--- src/rtl/his_acq_scheduler_pkg.sv ---
// rtl/his_acq_scheduler_pkg.sv - shared state encoding and derived-width helpers for the histogram scheduler
package his_acq_scheduler_pkg;

  typedef enum logic [2:0] {
    S_IDLE  = 3'd0,
    S_CLEAR = 3'd1,
    S_ACQ   = 3'd2,
    S_DRAIN = 3'd3,
    S_PEAK  = 3'd4,
    S_DONE  = 3'd5
  } state_t;

  // Index width for a counter that runs 0..n-1; never narrower than one bit.
  function automatic int idx_w(input int n);
    return (n > 1) ? $clog2(n) : 1;
  endfunction

  // Pixel index width.
  function automatic int pix_w(input int pixel_num);
    return idx_w(pixel_num);
  endfunction

  // Clear address spans every bin of every pixel sharing the BRAM.
  function automatic int clr_w(input int pixel_num, input int nb);
    return idx_w(pixel_num) + nb;
  endfunction

  // Laser-cycle counter width.
  function automatic int acq_w(input int acq_num);
    return idx_w(acq_num);
  endfunction

endpackage

--- src/rtl/his_sched_counter.sv ---
// rtl/his_sched_counter.sv - cascaded input/pixel/acquisition counter with last-sample flag
module his_sched_counter
  import his_acq_scheduler_pkg::*;
#(
  parameter int DATA_NUM  = 4,
  parameter int PIXEL_NUM = 4,
  parameter int ACQ_NUM   = 33333
) (
  input  logic                          clk,
  input  logic                          rst,
  input  logic                          clear,
  input  logic                          step,
  output logic [pix_w(PIXEL_NUM)-1:0]   pixel_cnt,
  output logic                          last
);

  localparam int DW = idx_w(DATA_NUM);
  localparam int PW = pix_w(PIXEL_NUM);
  localparam int AW = acq_w(ACQ_NUM);

  logic [DW-1:0] input_cnt;
  logic [AW-1:0] acq_cnt;
  logic          input_wrap;
  logic          pixel_wrap;
  logic          acq_wrap;

  assign input_wrap = (input_cnt == DW'(DATA_NUM - 1));
  assign pixel_wrap = (pixel_cnt == PW'(PIXEL_NUM - 1));
  assign acq_wrap   = (acq_cnt == AW'(ACQ_NUM - 1));
  assign last       = input_wrap && pixel_wrap && acq_wrap;

  // Each accepted sample advances the innermost counter; wraps carry outward and all three return to 0 after the last sample.
  always_ff @(posedge clk or posedge rst) begin
    if (rst) begin
      input_cnt <= '0;
      pixel_cnt <= '0;
      acq_cnt   <= '0;
    end else if (clear) begin
      input_cnt <= '0;
      pixel_cnt <= '0;
      acq_cnt   <= '0;
    end else if (step) begin
      if (input_wrap) begin
        input_cnt <= '0;
        if (pixel_wrap) begin
          pixel_cnt <= '0;
          acq_cnt   <= acq_wrap ? '0 : acq_cnt + AW'(1);
        end else begin
          pixel_cnt <= pixel_cnt + PW'(1);
        end
      end else begin
        input_cnt <= input_cnt + DW'(1);
      end
    end
  end

endmodule

--- src/rtl/his_acq_scheduler.sv ---
// rtl/his_acq_scheduler.sv - two-pass dToF frame sequencer; HIS_SCHED_DROP_CNT_EN enables the dropped-sample counter
module his_acq_scheduler
  import his_acq_scheduler_pkg::*;
#(
  parameter int NP        = 16,
  parameter int NB        = 8,
  parameter int PIXEL_NUM = 4,
  parameter int DATA_NUM  = 4,
  parameter int ACQ_NUM   = 33333,
  parameter int PIPE_LAT  = 2
) (
  input  logic                              clk,
  input  logic                              res,
  input  logic                              start,
  input  logic                              abort,
  input  logic                              tdc_valid,
  input  logic [NP-1:0]                     tdc_data,
  output logic                              tdc_ready,
  output logic                              his_wr_en,
  output logic [NP-1:0]                     his_data,
  output logic [pix_w(PIXEL_NUM)-1:0]       his_pixel,
  output logic                              his_pass,
  output logic                              clr_en,
  output logic [clr_w(PIXEL_NUM, NB)-1:0]   clr_addr,
  output logic                              peak_req,
  input  logic                              peak_ack,
  output logic                              frame_done,
  output logic                              busy,
  output logic [15:0]                       drop_cnt
);

  localparam int PW       = pix_w(PIXEL_NUM);
  localparam int CW       = clr_w(PIXEL_NUM, NB);
  localparam int DRW      = idx_w(PIPE_LAT);
  localparam int CLR_LAST = PIXEL_NUM * (2 ** NB) - 1;

  state_t          state, state_nx;
  logic            pass_nx;
  logic [CW-1:0]   clr_cnt, clr_nx;
  logic [DRW-1:0]  drain_cnt, drain_nx;
  logic [PW-1:0]   pixel_cnt;
  logic            last;
  logic            acq_hs;
  logic            start_ok;
  logic            abort_ok;

  // Handshake is decoded from the state register so it never loops through the ready output.
  assign acq_hs   = tdc_valid && (state == S_ACQ);
  assign start_ok = (state == S_IDLE) && start && !abort;
  assign abort_ok = abort && (state != S_IDLE);
  assign clr_addr = clr_cnt;

  his_sched_counter #(
    .DATA_NUM  (DATA_NUM),
    .PIXEL_NUM (PIXEL_NUM),
    .ACQ_NUM   (ACQ_NUM)
  ) u_counter (
    .clk       (clk),
    .rst       (res),
    .clear     (abort_ok || start_ok),
    .step      (acq_hs),
    .pixel_cnt (pixel_cnt),
    .last      (last)
  );

  // State, pass select and phase counters.
  always_ff @(posedge clk or posedge res) begin
    if (res) begin
      state     <= S_IDLE;
      his_pass  <= 1'b0;
      clr_cnt   <= '0;
      drain_cnt <= '0;
    end else begin
      state     <= state_nx;
      his_pass  <= pass_nx;
      clr_cnt   <= clr_nx;
      drain_cnt <= drain_nx;
    end
  end

  // Next-state decode and state-derived strobes; abort overrides every transition.
  always_comb begin
    state_nx   = state;
    pass_nx    = his_pass;
    clr_nx     = clr_cnt;
    drain_nx   = drain_cnt;
    tdc_ready  = 1'b0;
    clr_en     = 1'b0;
    peak_req   = 1'b0;
    frame_done = 1'b0;
    busy       = (state != S_IDLE);
    case (state)
      S_IDLE: begin
        if (start && !abort) begin
          state_nx = S_CLEAR;
          pass_nx  = 1'b0;
          clr_nx   = '0;
        end
      end
      S_CLEAR: begin
        clr_en = 1'b1;
        if (clr_cnt == CW'(CLR_LAST)) begin
          clr_nx   = '0;
          state_nx = S_ACQ;
        end else begin
          clr_nx = clr_cnt + CW'(1);
        end
      end
      S_ACQ: begin
        tdc_ready = 1'b1;
        if (acq_hs && last) begin
          state_nx = S_DRAIN;
          drain_nx = '0;
        end
      end
      S_DRAIN: begin
        if (drain_cnt == DRW'(PIPE_LAT - 1)) begin
          drain_nx = '0;
          state_nx = S_PEAK;
        end else begin
          drain_nx = drain_cnt + DRW'(1);
        end
      end
      S_PEAK: begin
        peak_req = 1'b1;
        if (peak_ack) begin
          if (!his_pass) begin
            pass_nx  = 1'b1;
            clr_nx   = '0;
            state_nx = S_CLEAR;
          end else begin
            state_nx = S_DONE;
          end
        end
      end
      S_DONE: begin
        frame_done = 1'b1;
        pass_nx    = 1'b0;
        state_nx   = S_IDLE;
      end
      default: state_nx = S_IDLE;
    endcase
    if (abort_ok) begin
      state_nx = S_IDLE;
      pass_nx  = 1'b0;
      clr_nx   = '0;
      drain_nx = '0;
    end
  end

  // One-cycle write pipeline: an accepted sample appears on the histogram port the next cycle, even across an abort.
  always_ff @(posedge clk or posedge res) begin
    if (res) begin
      his_wr_en <= 1'b0;
      his_data  <= '0;
      his_pixel <= '0;
    end else begin
      his_wr_en <= acq_hs;
      if (acq_hs) begin
        his_data  <= tdc_data;
        his_pixel <= pixel_cnt;
      end
    end
  end

`ifdef HIS_SCHED_DROP_CNT_EN
  // Count cycles where the source offers data while the frame is busy but not accepting; saturates.
  always_ff @(posedge clk or posedge res) begin
    if (res) begin
      drop_cnt <= 16'd0;
    end else if (start_ok) begin
      drop_cnt <= 16'd0;
    end else if (tdc_valid && !tdc_ready && busy && (drop_cnt != 16'hFFFF)) begin
      drop_cnt <= drop_cnt + 16'd1;
    end
  end
`else
  assign drop_cnt = 16'd0;
`endif

endmodule

--- config.mk ---
export PLATFORM = sky130hd
export DESIGN_NAME = his_acq_scheduler
export DESIGN_NICKNAME = d
export VERILOG_FILES = /design/src/rtl/his_acq_scheduler_pkg.sv /design/src/rtl/his_sched_counter.sv /design/src/rtl/his_acq_scheduler.sv
export SDC_FILE = /design/constraint.sdc
export NUM_CORES = 1
export LEC_CHECK = 0
export BUFFER_PORTS_ARGS = -buffer_cell sky130_fd_sc_hd__clkbuf_2
export CORE_UTILIZATION = 40
export CTS_CLUSTER_DIAMETER = 80
export CTS_CLUSTER_SIZE = 25
export DETAILED_ROUTE_END_ITERATION = 10
export PLACE_DENSITY = 0.63
export REMOVE_ABC_BUFFERS = 1
export SLEW_MARGIN = 10
export SYNTH_ARGS = -nofsm -noshare
export SYNTH_HDL_FRONTEND = slang
export SYNTH_HIERARCHICAL = 1
export SYNTH_SLANG_ARGS = --single-unit
--- constraint.sdc ---
create_clock -name clk -period 4.3 [get_ports clk]
set_clock_uncertainty 0.2 [all_clocks]
set_input_delay 0.215 -clock clk [delete_from_list [all_inputs] [get_ports clk]]
set_output_delay 0.215 -clock clk [all_outputs]
set_load 0.02 [all_outputs]
======== Word level (Yosys, flattened, before mapping) ========
Cells that the tools add are included.
word-level totals
  output and inout port bits .............. 51
  register bits ........................... 54
  input port bits ......................... 22
  logic and storage cells ................. 92
operators by class
  mux-type cells .......................... 38
  add/sub/neg operators ................... 5
  reduce and logical (&&, ||, !) cells .... 24
  equality and inequality tests ........... 15
operators by type and width
  operator                 number
  $mux W16                 5
  $mux W10                 5
  $pmux W10 S3             1
  $mux W3                  7
  $add A16 B1 Y16 const B  1
  $eq A16 B16 Y1 const B   1
  $pmux W3 S5              1
  $mux W2                  7
  $ne A3 B3 Y1 const B     4
  $add A10 B1 Y10 const B  1
  $eq A10 B10 Y1 const B   1
  $mux W1                  10
  $logic_and A1 B1 Y1      8
  $reduce_bool A4 Y1       2
  $eq A3 B2 Y1 const B     2
  $eq A3 B3 Y1 const B     2
  $ne A3 B2 Y1 const B     2
  $reduce_and A3 Y1        2
  $reduce_bool A2 Y1       3
  $reduce_bool A3 Y1       2
  $reduce_and A5 Y1        1
  $add A2 B1 Y2 const B    2
  $eq A2 B2 Y1 const B     2
  $reduce_and A2 Y1        2
  other kinds (8)          8

======== Longest topological paths before layout ========
Gate-level depths: netlist of the first run.
  word-level depth ........................ 7
  mapped depth ............................ 10
  depth with buffers taken out ............ 10

======== Modules after synthesis ========
The synthesis of the first run kept the hierarchy.
by module, submodules not included
  module             cells an instance  area each (µm²)  seq. area each (µm²)  instances
  his_acq_scheduler  171                1,810.5          850.8                 1
  his_sched_counter  119                1,128.6          500.5                 1

======== Least setup slack after synthesis of the first run ========
Ideal clock, no wire load.
  path type ............................... reg-to-reg
  from .................................... register state[2]
  to ...................................... register u_counter.acq_cnt[10]
  cell stages (with the launch flop) ...... 8
  arrival ................................. 2.264 ns
  buffers on the path ..................... 1
  setup slack ............................. 1.758 ns
  setup time .............................. 0.078 ns
  required time ........................... 4.022 ns
  clock period less this slack ............ 2.542 ns
  path through ............................ dfrtp_1 buf_4 or3_1 mux2_2 a31oi_4 or3_4 or3_1 a21oi_1
on the way
  elaborated cells on any way between the ends .. 13
  classes of those cells .................. eq/ne: 1; mux: 1; reduce/logical: 11
RTL lines
  element                       line                     RTL
  from (decl)                   his_acq_scheduler.sv:37  state_t state, state_nx;
  from (signal assigned)        his_acq_scheduler.sv:74  state <= state_nx;
  $reduce_bool A3 Y1 *          --
  named net busy                his_acq_scheduler.sv:28  output logic busy,
  $logic_and A1 B1 Y1 *         his_acq_scheduler.sv:50  assign abort_ok = abort && (state != S_IDLE);
  $logic_or A1 B1 Y1 *          his_acq_scheduler.sv:60  .clear (abort_ok || start_ok),
  $reduce_bool A2 Y1 (no line)  --
  $reduce_and A3 Y1 (no line)   --
  to (signal assigned)          his_sched_counter.sv:47  acq_cnt <= acq_wrap ? '0 : acq_cnt + AW'(1);
  to (decl)                     his_sched_counter.sv:22  logic [AW-1:0] acq_cnt;
The timed path passes the listed nets; every way through them passes the cells marked *.
A chain may end at the register's enable or synchronous reset.

======== Worst setup path after layout of the first run ========
  from .................................... register state[1]
  to ...................................... register u_counter.acq_cnt[12]
on the way
  cells in the longest elaborated chain, start to end .. 6
  elaborated cells on any way between the ends .. 13
  classes of those cells .................. eq/ne: 1; mux: 1; reduce/logical: 11
ends and longest elaborated chain
  element                           line                     RTL
  $logic_not A3 Y1                  his_acq_scheduler.sv:49  assign start_ok = (state == S_IDLE) && start && !abort;
  $logic_and A1 B1 Y1 (2 in a row)  his_acq_scheduler.sv:49
  $logic_or A1 B1 Y1                his_acq_scheduler.sv:60
  $reduce_bool A2 Y1 (no line)      --
  $reduce_and A3 Y1 (no line)       --
Several ways; a longest one is shown, not always the timed one.

==> impl_results.md, run 1 <==
- Run status: complete, no violations
- CTS buffer count: 5
- Library cells used by synthesis: 50
- Clk buf depth: 2
- Setup TNS: 0 ns
- CTS H-tree depth: 2
- Sequential power share: 0.432
- Max-slew violations: 0
- Die area: 7690 sq um
- Power, Total: between 1.5 and 2 mW
- Vias in the first global route: 2268
- Via Count: approximately 2300
- Final min period: ~2.7 ns
- Per-cell routed wire length: approximately 13 um
- Rel. slew slack: 0.478
- Final estimated routing congestion in global placement: around 0.86
- CP max stage delay: between 0.5 and 0.6 ns
- P_leak: approximately 1.6 nW
- Critical path class: register to register
- Via/cell ratio: between 5 and 6
- Placed cell area: 3220 sq um
- Synth top area share: 0.460
- Combinational Power Share: 0.384
- Nets: 390
- Root Driver: clkbuf_8
- RSZ-0062 raised after global routing: false
- Synth area leader: dfrtp_1
- Cells along the critical path: or3_1 > mux2_2 > a31oi_4 > or3_4 > or3_1 > a21oi_1
- CP required: 4.34 ns
- Antenna Cells: 0
- Synthesized cell area: around 2900 sq um
- #FFs+latches synth: 54
- Pwr/cell area: between 400 and 500 nW/um^2
- Worst hold path type: input port to asynchronous set/reset pin
- CP startpoint kind: register
- Number of gates resized after CTS: 0
- Final core occ: 0.503
- IO Port Bufs: 56
- Worst slew pin tran: 0.782 ns
- Final Cycle Share: 0.634
- Power share of the clock group: 0.185
- IO Count: 73
- Global-route wire length before repair: between 10000 and 15000 um
- Pre-antenna DRT Iters: 4
- Remaining global-route overflow: 0
- # clock sinks: 54
- Core box area: 6940 sq um
- Worst EP arrival: about 2.8 ns
- Psw: around 650 uW
- Mapped Cells: slightly below 300
- Maxcap violations: 0
- Initial Utilization: 0.423
- Fmax: between 0.3 and 0.4 GHz
- Average size of a mapped cell: 10.1 sq um
- Crit end category: register
- Clk slew on worst S/H paths: between 0.1 and 0.15 ns
- Post-route ant nets: 0
- DIE HEIGHT: roughly 90 um
- Share of layout cells above drive strength 1: 0.250
- Post-Route WL: roughly 6000 um
- CP most frequent cell: or3_1
- CP Max Fanout: 16
- YS warnings: 6
- DP Wirelength: between 4000 and 5000 um
- CTS tree: done
- Clock Latency Late Sink: roughly 0.32 ns
- Number of antenna violations at the first check in global routing: 0
- Worst IR drop on VDD: 0.247 mV
- Post-route DRC: 0
- DR iter-0 viols: 63
- Sw Ratio: 0.402
- Synth-to-Final Area Change: 18.9%
- Final setup vio count: 0
- Row count: 30
- Tot GR Track Use: 0.171
- Hold Vio Cnt, Final: 0
- Dominant cells by area after synthesis: dfrtp_1 (46%), buf_4 (5.4%), mux2_2 (3.8%)
- R2R setup slack: 1.57 ns
- Register area share after synthesis: 0.460
- Largest net degree at the start of global routing: 33
- Width of the die: ~88 um
- Finished Cell Area: roughly 3500 sq um
- Slowest cell on the critical path: dfrtp_1
- Internal power: 969 uW
## timing repair
action / in CTS / in global routing
setup endpoints to repair: 0 / 0
endpoints found under the hold margin: 71 / 0
hold buffers: 18 / 0
buffers inserted: 0 / 0
## cells by family after synthesis
kind of cell	synth area share
adders and majority gates	0.0213
and+or+nand+nor	0.209
DFF	0.460
buffers and inverters	0.0732
AOI/OAI and AO/OA	0.122
muxes	0.0898
other	0.00128
xor gates and xnor gates	0.0238
## power groups by stage
stage	logic (mW)	registers [mW]	clock network [mW]
2_1_floorplan	0.321	0.805	0
3_3_place_gp	0.606	0.704	0
3_5_place_dp	0.616	0.709	0
4_1_cts	0.629	0.699	0.313
5_1_grt	0.686	0.717	0.326
6_report	0.621	0.699	0.299
## layer usage
metal / global-route usage / routed length, um / vias to the layer above
li1: - / - / 1150
met3: 0.0358 / 257 / 7
met5: 0 / 0 / -
met4: 0.0551 / 51 / 0
met2: 0.297 / 2930 / 63
met1: 0.211 / 2740 / 1096
## stage by stage
step / hold slack [ns] / setup slack (ns) / std cells
6_report: 0.0816 / 1.57 / 460
5_1_grt: 0.0886 / 1.45 / 460
3_5_place_dp: -0.123 / 1.57 / 434
3_3_place_gp: -0.128 / 1.65 / 434
2_1_floorplan: -0.0212 / 1.49 / 280
4_1_cts: 0.0693 / 1.58 / 460
## final timing paths
check / from / to / cells past startpoint
min in group clk: abort / state[2]$_DFFE_PP0P_ / 2
max in group asynchronous: res / u_counter/input_cnt[1]$_DFFE_PP0P_ / 3
min: res / his_data[7]$_DFFE_PP0N_ / 3
min reg2reg: his_data[1]$_DFFE_PP0N_ / his_data[1]$_DFFE_PP0N_ / 1
max reg2reg: state[1]$_DFFE_PP0P_ / u_counter/acq_cnt[12]$_DFFE_PP0P_ / 6
max: state[1]$_DFFE_PP0P_ / u_counter/acq_cnt[12]$_DFFE_PP0P_ / 6
## layout by cell type, fill, tap and decap left out, types with 7 or more instances in the layout
cell type | netlist | layout
nand3_1 | 15 | 15
or3_1 | 7 | 7
mux2_1 | 9 | 9
mux2_2 | 10 | 10
dfrtp_1 | 54 | 54
nand2_1 | 23 | 23
a21oi_1 | 17 | 17
nor2_1 | 27 | 27
conb_1 | 1 | 16
o21ai_0 | 19 | 19
inv_1 | 7 | 7
dlygate4sd3_1 | 0 | 18
clkbuf_2 | 0 | 56
## Yosys cell counts (all sizes together)
| cell | n |
|---|---|
| dfrtp | 54 |
| nor2 | 28 |
| buf | 24 |
| nand2 | 23 |
| o21ai | 20 |
| mux2 | 19 |
| a21oi | 17 |
| nand3 | 15 |
| nand4 | 8 |
| or3 | 8 |
| inv | 7 |
| and3 | 5 |
| ha | 5 |
| mux2i | 5 |
| nor2b | 5 |
| nor3 | 5 |
| o31ai | 5 |
| a31oi | 4 |
| xnor2 | 4 |
| xor2 | 4 |
| nor3b | 3 |
| nor4b | 3 |
| a31o | 2 |
| and2 | 2 |
| o2bb2ai | 2 |
| a22o | 1 |
| and4 | 1 |
| and4b | 1 |
| clkbuf | 1 |
| conb | 1 |
| nand3b | 1 |
| nor4 | 1 |
| nor4bb | 1 |
| o211ai | 1 |
| o21a | 1 |
| o21bai | 1 |
| or2 | 1 |
| or3b | 1 |
## area by class of cell
cell class / count / area [sq um]
sequential: 54 / 1350
clock buffer: 5 / 68.8
inverter: 7 / 26.3
clock inverter: 3 / 23.8
tap: 96 / 120
multi-input combinational: 219 / 1430
fill: 650 / 3450
timing repair buffer: 76 / 475
## worst max-delay path: cells and delay by family (launching register included)
kind | cells | cell delay (ns)
flops | 1 | 0.55
simple gates | 3 | 1.25
compound gates | 2 | 0.23
mux | 1 | 0.42
## state kept, by name, indices dropped and copies added (netlist names)
register and flops:
his_pixel 2, state 3, u_counter/acq_cnt 16, u_counter/pixel_cnt 2, his_wr_en 1, his_pass 1, u_counter/input_cnt 2, clr_addr 10
his_data 16, drain_cnt 1
Note: power is estimated with default switching activity, not from simulation.
==> run 2, diff against run 1 <==
--- a/config.mk
+++ b/config.mk
@@ -10,7 +10,7 @@
 export CTS_CLUSTER_DIAMETER = 80
 export CTS_CLUSTER_SIZE = 25
 export DETAILED_ROUTE_END_ITERATION = 10
-export PLACE_DENSITY = 0.63
+export PLACE_DENSITY = 0.65
 export REMOVE_ABC_BUFFERS = 1
 export SLEW_MARGIN = 10
 export SYNTH_ARGS = -nofsm -noshare
==> constraint.sdc (replaced) <==
create_clock -name clk -period 2.3 [get_ports clk]
set_clock_uncertainty 0.2 [all_clocks]
set_input_delay 0.115 -clock clk [delete_from_list [all_inputs] [get_ports clk]]
set_output_delay 0.115 -clock clk [all_outputs]
set_load 0.02 [all_outputs]
==> run 2 against run 1 <==
Effect of this change: cell area grew 3.8%; via count increased by 2.2%; die area unchanged; final cell count up 2.2%; first-iteration DRC count up 17%; critical path depth is the same; sequential power rose by 79%; routed wire length is 1.2% lower; worst hold slack got worse by 0.076 ns; register-to-register slack worse by 1.5 ns; clock-buffer cell count unchanged.
==> impl_results.md, run 2 (synthesized netlist as in run 1, its figures left out) <==
- Run status: complete, no violations
- CTS tree: done
- Synth-to-Final Area Change: 23.4%
- Worst hold stages: 3
- Final core occ: 0.522
- Maxcap violations: 0
- Pwr/cell area: 890 nW/um^2
- Max-slew violations: 0
- CTS H-tree depth: 2
- # clock sinks: 54
- Share of layout cells above drive strength 1: 0.283
- Post-route DRC: 0
- Most common cell after layout, fill and taps aside: clkbuf_2
- Slowest cell on the critical path: or3_1
- Final setup vio count: 0
- IO Count: 73
- Setup TNS: 0 ns
- Finished Cell Area: between 3000 and 4000 sq um
- Row count: 30
- Antenna Cells: 0
- Worst slew pin tran: approximately 0.75 ns
- Final Cycle Share: 0.958
- DIE HEIGHT: approximately 90 um
- Global-route wire length before repair: slightly above 10000 um
- Worst R2R Path Depth: 6
- P_leak: about 1.7 nW
- Critical Path Stages: 6
- Initial Utilization: 0.423
- IO Port Bufs: 56
- Via/cell ratio: 5.04
- Clk slew on worst S/H paths: approximately 0.10 ns
- CP required: 2.34 ns
- Core box area: just under 7000 sq um
- Clock Latency Late Sink: around 0.31 ns
- Hold Vio Cnt, Final: 0
- Largest net degree at the start of global routing: 35
- Per-cell routed wire length: 12.6 um
- Reg2Reg Capture Point: u_counter/acq_cnt[15]$_DFFE_PP0P_
- Remaining global-route overflow: 0
- Worst EP arrival: around 2.2 ns
- Critical path buffer and inverter count: 0
- Worst hold path type: input port to register
- Tot GR Track Use: 0.166
- Min-delay src: abort
- Post-Route WL: 5910 um
- Post-route ant nets: 0
- Critical path class: register to register
- Hold Slack: ~0.0059 ns
- Cells along the critical path: or3_4 > mux2_4 > a31oi_4 > or3_1 > or3_1 > a21oi_1
- DP Wirelength: around 4200 um
- Root Driver: clkbuf_8
- Final min period: around 2.2 ns
- Pre-antenna DRT Iters: 4
- CP delay by family, top: simple AND/OR/NAND/NOR gates
- Worst IR drop on VDD: ~0.5 mV
- Setup crit start: state[1]$_DFFE_PP0P_
- Nets: 400
- Vias in the first global route: approximately 2300
- DR iter-0 viols: 74
- CTS buffer count: 5
- Placed cell area: 3300 sq um
- Crit path capture: u_counter/acq_cnt[15]$_DFFE_PP0P_
- FF-to-FF Start: state[1]$_DFFE_PP0P_
- Most frequent cells in the layout: clkbuf_2 (56), dfrtp_1 (54), nor2_1 (26)
- Clk buf depth: 2
- CP most frequent cell: or3_1
- CP max stage delay: ~0.4 ns
- CP startpoint kind: register
- Final estimated routing congestion in global placement: slightly below 0.8
- Via Count: between 2000 and 2500
- RSZ-0062 raised after global routing: false
- Crit end category: register
- Die area: 7690 sq um
- Number of antenna violations at the first check in global routing: 0
- Rel. slew slack: 0.500
- Fmax: about 0.45 GHz
- R2R setup slack: approximately 0.096 ns
- Width of the die: ~88 um
- Post-CTS Setup Inserts: 0
- CP Max Fanout: 6
[run 2: per-stage QoR]
step | cells | setup WS, ns | power (mW)
after floorplan | 280 | -0.506 | 2.11
after global placement | 444 | 0.0468 | 2.51
after detailed placement | 444 | 0.00894 | 2.54
after CTS | 470 | 0.0263 | 3.23
after global routing | 470 | 0.0105 | 3.43
final | 470 | 0.0956 | 3.23
[run 2: how the worst min path moves through the flow]
stage / end
2_1_floorplan: u_counter/acq_cnt[0]$_DFFE_PP0P_
5_1_grt: state[2]$_DFFE_PP0P_
3_5_place_dp: his_data[3]$_DFFE_PP0N_
6_report: state[2]$_DFFE_PP0P_
3_3_place_gp: his_data[3]$_DFFE_PP0N_
4_1_cts: state[2]$_DFFE_PP0P_
[run 2: power by group]
part	internal (mW)	total (mW)	switching (mW)	leakage, nW
combinational	0.521	1.31	0.791	0.900
clock	0.332	0.658	0.327	0.0563
sequential	1.14	1.25	0.111	0.717
total	2.00	3.23	1.23	1.67
[run 2: tightest hold or removal path, stage by stage]
cell and delay, ns:
clkbuf_2 0.09, buf_4 0.19, o31ai_2 0.09
[run 2: layer usage]
metal / share of wire / up-vias / track usage
met5: 0 / - / 0
met1: 0.47 / 1132 / 0.206
li1: - / 1161 / -
met4: 0.013 / 0 / 0.0507
met2: 0.48 / 66 / 0.290
met3: 0.034 / 8 / 0.0358
[run 2: layout make-up]
cell class,count,area [sq um]
repair buffers,86,554
clock buffers,5,68.8
multi-input cells,219,1460
flip-flops and latches,54,1350
well taps,96,120
inverters,7,26.3
fillers,633,3320
clock inverters,3,48.8
[run 2: repair_timing]
item	4_1_cts	5_1_grt
hold buffers	18	0
gates resized for setup	1	6
hold endpoints to repair	71	0
endpoints found under the setup margin	1	11
pin swaps	0	3
